## src/rtl/mem_access_pkg.sv

```systemverilog
// mem_access_pkg
//   Shared types and helpers for the memory access unit.
//   - ls_op_t : load/store/LUI operation codes presented on mem_access_unit.op
//   - state_t : sequencing states of mem_access_unit (also exported on dbg_state)
//   - lane_byte / lane_half : pick a byte / halfword out of a 32-bit bus word
//   - merge_lwl / merge_lwr : unaligned-word merge with the old register value
//   Byte lane k of a bus word is bits 8k+7:8k.
package mem_access_pkg;

    typedef enum logic [3:0] {
        NOP = 4'd0,
        LB  = 4'd1,
        LBU = 4'd2,
        LH  = 4'd3,
        LHU = 4'd4,
        LW  = 4'd5,
        LWL = 4'd6,
        LWR = 4'd7,
        LUI = 4'd8,
        SB  = 4'd9,
        SH  = 4'd10,
        SW  = 4'd11
    } ls_op_t;

    typedef enum logic [2:0] {
        S_IDLE   = 3'd0,
        S_FETCH  = 3'd1,
        S_DECODE = 3'd2,
        S_MEM    = 3'd3,
        S_WB     = 3'd4
    } state_t;

    function automatic logic is_load(input ls_op_t op);
        return (op inside {LB, LBU, LH, LHU, LW, LWL, LWR});
    endfunction

    function automatic logic is_store(input ls_op_t op);
        return (op inside {SB, SH, SW});
    endfunction

    function automatic logic [7:0] lane_byte(input logic [31:0] w, input logic [1:0] b);
        logic [31:0] s;
        s = w >> {b, 3'b000};
        return s[7:0];
    endfunction

    function automatic logic [15:0] lane_half(input logic [31:0] w, input logic [1:0] b);
        logic [31:0] s;
        s = w >> {b, 3'b000};
        return s[15:0];
    endfunction

    // Memory word moves up by 8*(3-b); the register keeps its low 8*(3-b) bits.
    function automatic logic [31:0] merge_lwl(input logic [31:0] w, input logic [31:0] rt,
                                              input logic [1:0] b);
        logic [4:0]  sh;
        logic [31:0] keep;
        sh   = {~b, 3'b000};
        keep = (32'h1 << sh) - 32'h1;
        return (w << sh) | (rt & keep);
    endfunction

    // Memory word moves down by 8*b; the register keeps its high 8*b bits.
    function automatic logic [31:0] merge_lwr(input logic [31:0] w, input logic [31:0] rt,
                                              input logic [1:0] b);
        logic [4:0]  sh;
        logic [31:0] keep;
        sh   = {b, 3'b000};
        keep = ~(32'hFFFF_FFFF >> sh);
        return (w >> sh) | (rt & keep);
    endfunction

endpackage

```

## src/rtl/mau_load_align.sv

```systemverilog
// mau_load_align
//   Combinational load formatting: selects the addressed lane(s) of the bus
//   word, sign/zero-extends, or merges with the old register for LWL/LWR.
//   Ports:
//     op       in  ls_op_t  load operation
//     mem_data in  32       word read from the bus
//     rt_data  in  32       old destination register value (LWL/LWR merge)
//     lane_b   in  2        byte offset already adjusted for access size
//     result   out 32       value to write back
module mau_load_align
    import mem_access_pkg::*;
(
    input  ls_op_t      op,
    input  logic [31:0] mem_data,
    input  logic [31:0] rt_data,
    input  logic [1:0]  lane_b,
    output logic [31:0] result
);

    logic [7:0]  byte_v;
    logic [15:0] half_v;

    always_comb begin
        byte_v = lane_byte(mem_data, lane_b);
        half_v = lane_half(mem_data, lane_b);
        result = mem_data;
        case (op)
            LB:      result = {{24{byte_v[7]}}, byte_v};
            LBU:     result = {24'h000000, byte_v};
            LH:      result = {{16{half_v[15]}}, half_v};
            LHU:     result = {16'h0000, half_v};
            LWL:     result = merge_lwl(mem_data, rt_data, lane_b);
            LWR:     result = merge_lwr(mem_data, rt_data, lane_b);
            default: result = mem_data;
        endcase
    end

endmodule

```

## src/rtl/mem_access_unit.sv

```systemverilog
// mem_access_unit
//   Fetches one instruction word, then performs the load/store/LUI it is told
//   about on op/rs_data/rt_data/offset, and reports completion with a one-cycle
//   done pulse.  Sequence: IDLE -> FETCH -> DECODE -> (MEM) -> WB -> IDLE.
//   Optional feature: define MAU_ALIGN_EXC_EN to trap misaligned LH/LHU/SH/LW/SW
//   (exc_unaligned in WB, no bus access); otherwise the low address bits are
//   masked for halfword/word accesses and exc_unaligned stays 0.
//   Ports:
//     clk, rst_n               clock (rising edge), async active-low reset
//     start, pc_in             begin instruction at pc_in (ignored while busy)
//     busy, done               not-idle flag, one-cycle completion pulse
//     instr_out                fetched instruction word
//     op, rs_data, rt_data, offset   operation operands sampled in DECODE
//     reg_writeenable/reg_writedata  register write-back (loads, LUI)
//     exc_unaligned, bus_error       completion status flags
//     mem_*, waitrequest             Avalon-MM master
//     dbg_state                      current sequencing state
//   Bus handshake: a transfer is presented by holding mem_read or mem_write
//   with address/byteenable/writedata constant; it completes in the first cycle
//   where waitrequest=0 (read data captured that cycle).  MAX_WAIT consecutive
//   waitrequest cycles abandon the transfer with bus_error.
module mem_access_unit
    import mem_access_pkg::*;
#(
    parameter int ADDR_W   = 32,
    parameter int MAX_WAIT = 16
) (
    input  logic              clk,
    input  logic              rst_n,
    input  logic              start,
    input  logic [ADDR_W-1:0] pc_in,
    output logic              busy,
    output logic              done,
    output logic [31:0]       instr_out,
    input  ls_op_t            op,
    input  logic [31:0]       rs_data,
    input  logic [31:0]       rt_data,
    input  logic [15:0]       offset,
    output logic              reg_writeenable,
    output logic [31:0]       reg_writedata,
    output logic              exc_unaligned,
    output logic              bus_error,
    output logic [ADDR_W-1:0] mem_address,
    output logic              mem_read,
    output logic              mem_write,
    output logic [3:0]        mem_byteenable,
    output logic [31:0]       mem_writedata,
    input  logic [31:0]       mem_readdata,
    input  logic              waitrequest,
    output state_t            dbg_state
);

    localparam logic [7:0] WAIT_LAST = 8'(MAX_WAIT - 1);

    state_t            state, state_nxt;
    logic [ADDR_W-1:0] pc_q, ea_q, ea;
    ls_op_t            op_q;
    logic [31:0]       rt_q, rdata_q, load_result;
    logic [15:0]       off_q;
    logic [1:0]        lane_b;
    logic [7:0]        wait_cnt;
    logic              exc_q, misaligned, bus_err_q, in_bus_phase, timeout;
    logic              unused_pc_bits;

    assign ea             = ADDR_W'(rs_data) + {{(ADDR_W-16){offset[15]}}, offset};
    assign in_bus_phase   = (state == S_FETCH) || (state == S_MEM);
    assign timeout        = in_bus_phase && waitrequest && (wait_cnt == WAIT_LAST);
    assign dbg_state      = state;
    assign unused_pc_bits = ^pc_q[1:0];

    always_comb begin
        misaligned = 1'b0;
`ifdef MAU_ALIGN_EXC_EN
        case (op)
            LH, LHU, SH: misaligned = ea[0];
            LW, SW:      misaligned = |ea[1:0];
            default:     misaligned = 1'b0;
        endcase
`endif
    end

    // Halfword and word accesses never straddle a bus word: drop the low bits.
    always_comb begin
        lane_b = ea_q[1:0];
        case (op_q)
            LH, LHU, SH: lane_b = {ea_q[1], 1'b0};
            LW, SW:      lane_b = 2'b00;
            default:     lane_b = ea_q[1:0];
        endcase
    end

    mau_load_align u_load_align (
        .op       (op_q),
        .mem_data (rdata_q),
        .rt_data  (rt_q),
        .lane_b   (lane_b),
        .result   (load_result)
    );

    // State register and datapath captures
    always_ff @(posedge clk or negedge rst_n) begin
        if (!rst_n) begin
            state     <= S_IDLE;
            pc_q      <= '0;
            instr_out <= '0;
            op_q      <= NOP;
            rt_q      <= '0;
            off_q     <= '0;
            ea_q      <= '0;
            rdata_q   <= '0;
            exc_q     <= 1'b0;
            wait_cnt  <= '0;
            bus_err_q <= 1'b0;
        end else begin
            state     <= state_nxt;
            bus_err_q <= timeout;
            if (state == S_IDLE && start) pc_q <= pc_in;
            if (state == S_FETCH && !waitrequest) instr_out <= mem_readdata;
            if (state == S_DECODE) begin
                op_q  <= op;
                rt_q  <= rt_data;
                off_q <= offset;
                ea_q  <= ea;
                exc_q <= misaligned;
            end
            if (state == S_MEM && !waitrequest) rdata_q <= mem_readdata;
            if (in_bus_phase && waitrequest && !timeout) wait_cnt <= wait_cnt + 8'd1;
            else                                         wait_cnt <= '0;
        end
    end

    // Next-state logic
    always_comb begin
        state_nxt = state;
        case (state)
            S_IDLE:   if (start) state_nxt = S_FETCH;
            S_FETCH: begin
                if (timeout)          state_nxt = S_IDLE;
                else if (!waitrequest) state_nxt = S_DECODE;
            end
            S_DECODE: begin
                if (misaligned)                      state_nxt = S_WB;
                else if (is_load(op) || is_store(op)) state_nxt = S_MEM;
                else                                  state_nxt = S_WB;
            end
            S_MEM: begin
                if (timeout)          state_nxt = S_IDLE;
                else if (!waitrequest) state_nxt = S_WB;
            end
            S_WB:     state_nxt = S_IDLE;
            default:  state_nxt = S_IDLE;
        endcase
    end

    // Outputs; a timeout reports done/bus_error from IDLE in the following cycle.
    always_comb begin
        busy            = (state != S_IDLE);
        done            = bus_err_q;
        bus_error       = bus_err_q;
        exc_unaligned   = 1'b0;
        reg_writeenable = 1'b0;
        reg_writedata   = '0;
        mem_address     = '0;
        mem_read        = 1'b0;
        mem_write       = 1'b0;
        mem_byteenable  = 4'b0000;
        mem_writedata   = '0;
        case (state)
            S_FETCH: begin
                mem_read       = 1'b1;
                mem_address    = {pc_q[ADDR_W-1:2], 2'b00};
                mem_byteenable = 4'b1111;
            end
            S_MEM: begin
                mem_address = {ea_q[ADDR_W-1:2], 2'b00};
                if (is_store(op_q)) begin
                    mem_write = 1'b1;
                    case (op_q)
                        SB: begin
                            mem_byteenable = 4'b0001 << lane_b;
                            mem_writedata  = {4{rt_q[7:0]}};
                        end
                        SH: begin
                            mem_byteenable = 4'b0011 << lane_b;
                            mem_writedata  = {2{rt_q[15:0]}};
                        end
                        default: begin
                            mem_byteenable = 4'b1111;
                            mem_writedata  = rt_q;
                        end
                    endcase
                end else begin
                    mem_read       = 1'b1;
                    mem_byteenable = 4'b1111;
                end
            end
            S_WB: begin
                done          = 1'b1;
                exc_unaligned = exc_q;
                if (!exc_q && (is_load(op_q) || op_q == LUI)) begin
                    reg_writeenable = 1'b1;
                    reg_writedata   = (op_q == LUI) ? {off_q, 16'h0000} : load_result;
                end
            end
            default: ;
        endcase
    end

endmodule

```

## config.mk

```make
export PLATFORM = sky130hd
export DESIGN_NAME = mem_access_unit
export DESIGN_NICKNAME = d
export VERILOG_FILES = /design/src/rtl/mem_access_pkg.sv /design/src/rtl/mau_load_align.sv /design/src/rtl/mem_access_unit.sv
export SDC_FILE = /design/constraint.sdc
export NUM_CORES = 1
export LEC_CHECK = 0
export ABC_CLOCK_PERIOD_IN_PS = 2700
export CAP_MARGIN = 0
export CORE_MARGIN = 5
export CORE_UTILIZATION = 45
export CTS_CLUSTER_SIZE = 40
export DETAILED_ROUTE_END_ITERATION = 7
export GPL_ROUTABILITY_DRIVEN = 0
export GPL_TIMING_DRIVEN = 0
export PLACE_DENSITY = 0.82
export RECOVER_POWER = 50
export REMOVE_ABC_BUFFERS = 1
export SYNTH_ARGS = -nofsm -noshare
export SYNTH_HDL_FRONTEND = slang
export SYNTH_SLANG_ARGS = --single-unit
```

## constraint.sdc

```tcl
create_clock -name clk -period 2.7 [get_ports clk]
set_clock_uncertainty 0.05 [all_clocks]
set_input_delay 0.54 -clock clk [delete_from_list [all_inputs] [get_ports clk]]
set_output_delay 0.54 -clock clk [all_outputs]
set_load 0.02 [all_outputs]
```

Word-level counts from Yosys, hierarchy flattened
Index checks and enable logic that the tools add are counted.

Memories kept: 0. Bits in read-only memories: 0. Bits in writable memories: 0. Input port bits: 152. Bits in registers: 192. Output and inout bits: 142. Bits in latches: 0. Logic and storage cells: 101.

Add/subtract/negate cells: 3. Magnitude comparators: 0. Multiply operators: 0. Reduce and logical (&&, ||, !) cells: 20. Multiplexer cells: 27. Shifts and indexed selects: 6. Equal/unequal tests: 29. Div/mod/pow operators: 0. Bitwise logic cells: 6.

Operators with widths (number): 32-bit case mux with 6 select lines (1); 32-bit two-way mux (5); 32-bit case mux with 2 select lines (2); 32-bit AND (2); 32-bit OR (2); 32-bit adder (1); 4-bit by 3-bit equality test with 1-bit output, second input constant (8); 32-bit NOT (1); 1-bit by 5-bit << shifter with 32-bit output, first input constant (1); 32-bit by 5-bit << shifter with 32-bit output (1); 32-bit by 5-bit right shift with 32-bit output (1); 32-bit by 5-bit right shift with 32-bit output, first input constant (1); 32-bit by 1-bit subtractor with 32-bit output, second input constant (1); 4-bit equality test, second input constant (7); 3-bit two-way mux (6); 4-bit by 2-bit equality test with 1-bit output, second input constant (4); 4-bit case mux with 2 select lines (2); 7-bit nonzero test (2); 3-bit case mux with 4 select lines (1); 3-bit nonzero test (3); 8-bit by 1-bit adder with 8-bit output, second input constant (1); 4-bit by 1-bit equality test with 1-bit output, second input constant (2); 8-bit by 4-bit equality test with 1-bit output, second input constant (1); 8-bit two-way mux (1); 19 further kinds (34).

Logic depth before layout (Yosys ltp)
Depth in word-level cells: 12. Depth in mapped cells: 12. Mapped depth without buffers: 11.

Modules after synthesis
Synthesis repeated with hierarchy kept, for this count alone.

Cell total of the unflattened synthesis: 1343. Area, all modules: 11867.6 sq um.

Modules (own cells, without submodules): mem_access_unit (sequential area each 4754.6 sq um, cells an instance 1091, area each 10167.3 sq um, times used 1); mau_load_align (sequential area each 0.0 sq um, cells an instance 252, area each 1700.4 sq um, times used 1).

Least setup slack after synthesis
No wires, ideal clock.

Path type: register to output. From: reg op_q[2]. To: out reg_writedata[30]. Path buffers: 3. Slack: -370 ps. Arrival time: 2480 ps. Required time: 2110 ps. Stages on the path, launching flop included: 12. Cell sequence: dfrtp_1 > nand2b_2 > o221a_4 > buf_6 > buf_4 > nand2_1 > ha_1 > clkbuf_1 > a31oi_1 > o221ai_1 > nor2_1 > nor4_2.

Word-level cells in the longest chain between the ends: 12. Elaborated cells on any way between the ends: 30. Those cells by class: add/sub (1); eq/ne (10); shift (4); mux (5); bitwise (6); reduce/logical (4).

RTL lines: start: declaration (line mem_access_unit.sv:57) `ls_op_t op_q;`; start signal: assignment (line mem_access_unit.sv:120) `op_q <= op;`; 4-bit equality test (tied with other cells) (line mem_access_unit.sv:85) `case (op_q)`; 3-bit OR reduction / 2-bit OR reduction (equally long branches) (line mem_access_unit.sv:85); 2-bit case mux with 2 select lines (line mem_access_unit.sv:85); 2-bit NOT (line mem_access_pkg.sv:58) `sh = {~b, 3'b000};`; 1-bit by 5-bit << shifter with 32-bit output (line mem_access_pkg.sv:59) `keep = (32'h1 << sh) - 32'h1;`; 32-bit by 1-bit subtractor with 32-bit output (line mem_access_pkg.sv:59); 32-bit AND (line mem_access_pkg.sv:60) `return (w << sh) | (rt & keep);`; 32-bit OR (line mem_access_pkg.sv:60); 32-bit case mux with 6 select lines (line mau_load_align.sv:27) `case (op)`; 32-bit two-way mux (line mem_access_unit.sv:202) `reg_writedata = (op_q == LUI) ? {off_q, 16'h0000} : load_result;`; 32-bit two-way mux (*) (line mem_access_unit.sv:200) `if (!exc_q && (is_load(op_q) || op_q == LUI)) begin`; 32-bit two-way mux (*) (line mem_access_unit.sv:168) `case (state)`; end: declaration (line mem_access_unit.sv:40) `output logic [31:0] reg_writedata,`.

Every way passes the cells marked *; elsewhere a longest branch is shown, timed or not.

Final worst setup path
From: reg op_q[1]. To: out reg_writedata[29].

Same word-level chain as after synthesis.

==> results.json <==
{
  "utilization_pct": 69.0,
  "hold-path-cell-count": 3,
  "numCtsBuffers": 17,
  "cts_max_level": 4,
  "die_x_um": 171,
  "synth_top_cell_by_area": "dfrtp_1",
  "core_area_um2": 25800,
  "final_hold_viol_count": 0,
  "start_util_pct": 45.3,
  "fin_tns_setup_ns": -61.08,
  "yosysSeqAreaShare_pct": 40.6,
  "synthArstFlopShare_pct": 100,
  "avgSynthCellArea_um2": 9.08,
  "synth_top_flop_cell": "dfrtp_1",
  "dpl.hpwl_mm": 29.1,
  "end_kind": "primary output",
  "row_count": 59,
  "detail_route.vias_per_cell": 6.17,
  "synth-simple-area-share_pct": 17.8,
  "ir_worst_vdd_uv": 642,
  "min_period_ns": 3.66,
  "syn-cell-area_um2": 11700,
  "synth_compound_area_share_pct": 16.7,
  "clock_tree.root_cell": "clkbuf_16",
  "fmaxAchievable_mhz": 273,
  "drive_above_1_share_pct": 31.8,
  "cts_tree": "yes",
  "die_area_um2": 29300,
  "synth-edff-count": 0,
  "drc": 119,
  "syn-instance-count": 1289,
  "detail_route.wl_per_cell_um": 23.8,
  "finalMaxSlewViolations": 73,
  "wirelength_mm": 47.5,
  "pin_count": 294,
  "grtUsageTotal_pct": 29.9,
  "grt_pass1_wl_mm": 68.4,
  "hold_ws_ns": 0.360,
  "relSlewSlack_pct": -25.8,
  "clk_pin_slew_ns": 0.07,
  "crit_type": "flop to primary output",
  "overflow": 0,
  "yosys.cell_types.count": 71,
  "clk_latency_ns": 0.43,
  "ff_latch_area_um2": 4770,
  "ant_nets": 0,
  "worst_slack_ns": -0.958,
  "synthTopCellsByArea": "dfrtp_1, nand2_1, mux2_2",
  "fillers": 1892,
  "synthMuxAreaShare_pct": 15.8,
  "status": "complete, but fails checks",
  "violations": "design-rule violations, max-capacitance violations, max-slew violations, negative setup slack",
  "power_leakage_nw": 7.75,
  "min_period_over_period_pct": 135,
  "io_buffers": 288,
  "grt_pass1_vias": 12317,
  "cts_buffer_depth": 2,
  "cp_max_fo": 6,
  "worstRegToRegCells": 8,
  "finalNetCount": 1837,
  "multi_input_area_um2": 7900,
  "vias": 12348,
  "die_h_um": 171,
  "tightest_slew_ns": 1.89,
  "grt_max_degree": 119,
  "synthTopCellsByCount": "nand2_1, dfrtp_1, mux2_2",
  "yosys.area.top_type_share_pct": 40.6,
  "drv_cap": 1,
  "synth-xor-area-share_pct": 1.72,
  "setup_viol": 171,
  "ctsHoldBuffers": 0,
  "min_path_type": "primary input to flop",
  "syn_to_final_growth_pct": 52.4,
  "rsz0062_at_grt": "true",
  "yosys.area_share.adder_pct": 3.70,
  "required_ns": 2.11,
  "first_pass_iters": 8,
  "p_total_mw": 21.0,
  "clock_sinks": 190,
  "synth_top_family_by_area": "simple AND/OR/NAND/NOR gates",
  "powerDensity_nw_per_um2": 1180,
  "dp_slack_ns": -2.13,
  "synth_seq_cells": 190,
  "synth.most_common_cell": "nand2_1",
  "synth_warnings": 0,
  "antenna_found_initial": 4,
  "critPathLaunchType": "flop",
  "worstPathArrival_ns": 3.07,
  "dr.first_iter.drc_count": 1513
}
cell type report:
class | instances | area share [%]
Multi-Input combinational cell | 1011 | 44.3
Sequential cell | 190 | 26.7
Timing Repair inverter | 1 | 0.0421
Antenna cell | 1 | 0.0140
Clock inverter | 14 | 0.828
Timing Repair Buffer | 410 | 22.8
Clock buffer | 18 | 2.46
Inverter | 20 | 0.456
Tap cell | 335 | 2.35
kinds of logic after synthesis:
group / after synthesis
xor gates and xnor gates: 23
muxes: 173
adders and majority gates: 34
AOI/OAI and AO/OA: 285
and+or+nand+nor: 486
other: 1
DFF: 190
buffers and inverters: 97
through the flow:
step | instance area (µm²) | instances
finish | 17800 | 2000
global route | 17800 | 2000
CTS | 17100 | 1967
detailed placement | 14900 | 1852
global placement | 14700 | 1837
floorplan | 11400 | 1214
power breakdown:
group          total, mW  switching [mW]  leakage [nW]  internal (mW)
logic               12.6            6.96          5.16           5.63
registers           5.89            1.65          2.30           4.24
clock network       2.55            1.22         0.289           1.33
total               21.0            9.84          7.75           11.2
repair_timing:
action	CTS	global route
endpoints found under the hold margin	0	0
cloned	9	1
setup buffers	74	31
resized for setup	604	160
endpoints found under the setup margin	162	111
pin swaps	56	42
sequential cells by signal, indices dropped and copies added, names as in the netlist:
name,count
rt_q,32
instr_out,32
off_q,16
op_q,4
dbg_state,3
bus_error,1
rdata_q,32
pc_q,30
ea_q,32
wait_cnt,8
path summary, 6_finish.rpt:
path                               from                end  slack, ns
max                             op_q[1]  reg_writedata[29]      -0.96
min                           offset[6]           off_q[6]       0.36
max reg2reg                dbg_state[1]            ea_q[9]      -0.28
min reg2reg                 wait_cnt[0]        wait_cnt[0]       0.41
max in group asynchronous         rst_n            op_q[0]       0.31
min in group asynchronous         rst_n       instr_out[9]       0.55
per-layer routing:
layer,track usage (%),up-vias,routed length (µm)
li1,-,5314,-
met2,48.6,903,22000
met1,35.7,5845,17000
met3,9.65,280,5430
met4,15.1,6,3100
met5,0,-,28
worst max-delay path, stage by stage, from the launching register on:
cell and delay (ns):
dfrtp_4 0.52, buf_6 0.15, nand2b_4 0.09, o221a_4 0.27, buf_4 0.16, nand2_2 0.17
ha_4 0.30, buf_4 0.15, a31oi_1 0.21, o22ai_2 0.14, o221ai_2 0.22, nand2_1 0.08
buf_2 0.17
placed cells by master, fill, tap and decap left out, types with 17 or more instances in the layout:
master           count
o21ai_0             57
clkbuf_16           17
clkdlybuf4s50_1    159
mux2_2              96
buf_6               62
a21oi_2             23
a21oi_1             32
nand2_1            294
dfrtp_1            183
dlygate4sd2_1       41
buf_4               94
nor2_1              78
mux2i_1             54
No activity file was read; power rests on OpenSTA's default activity.
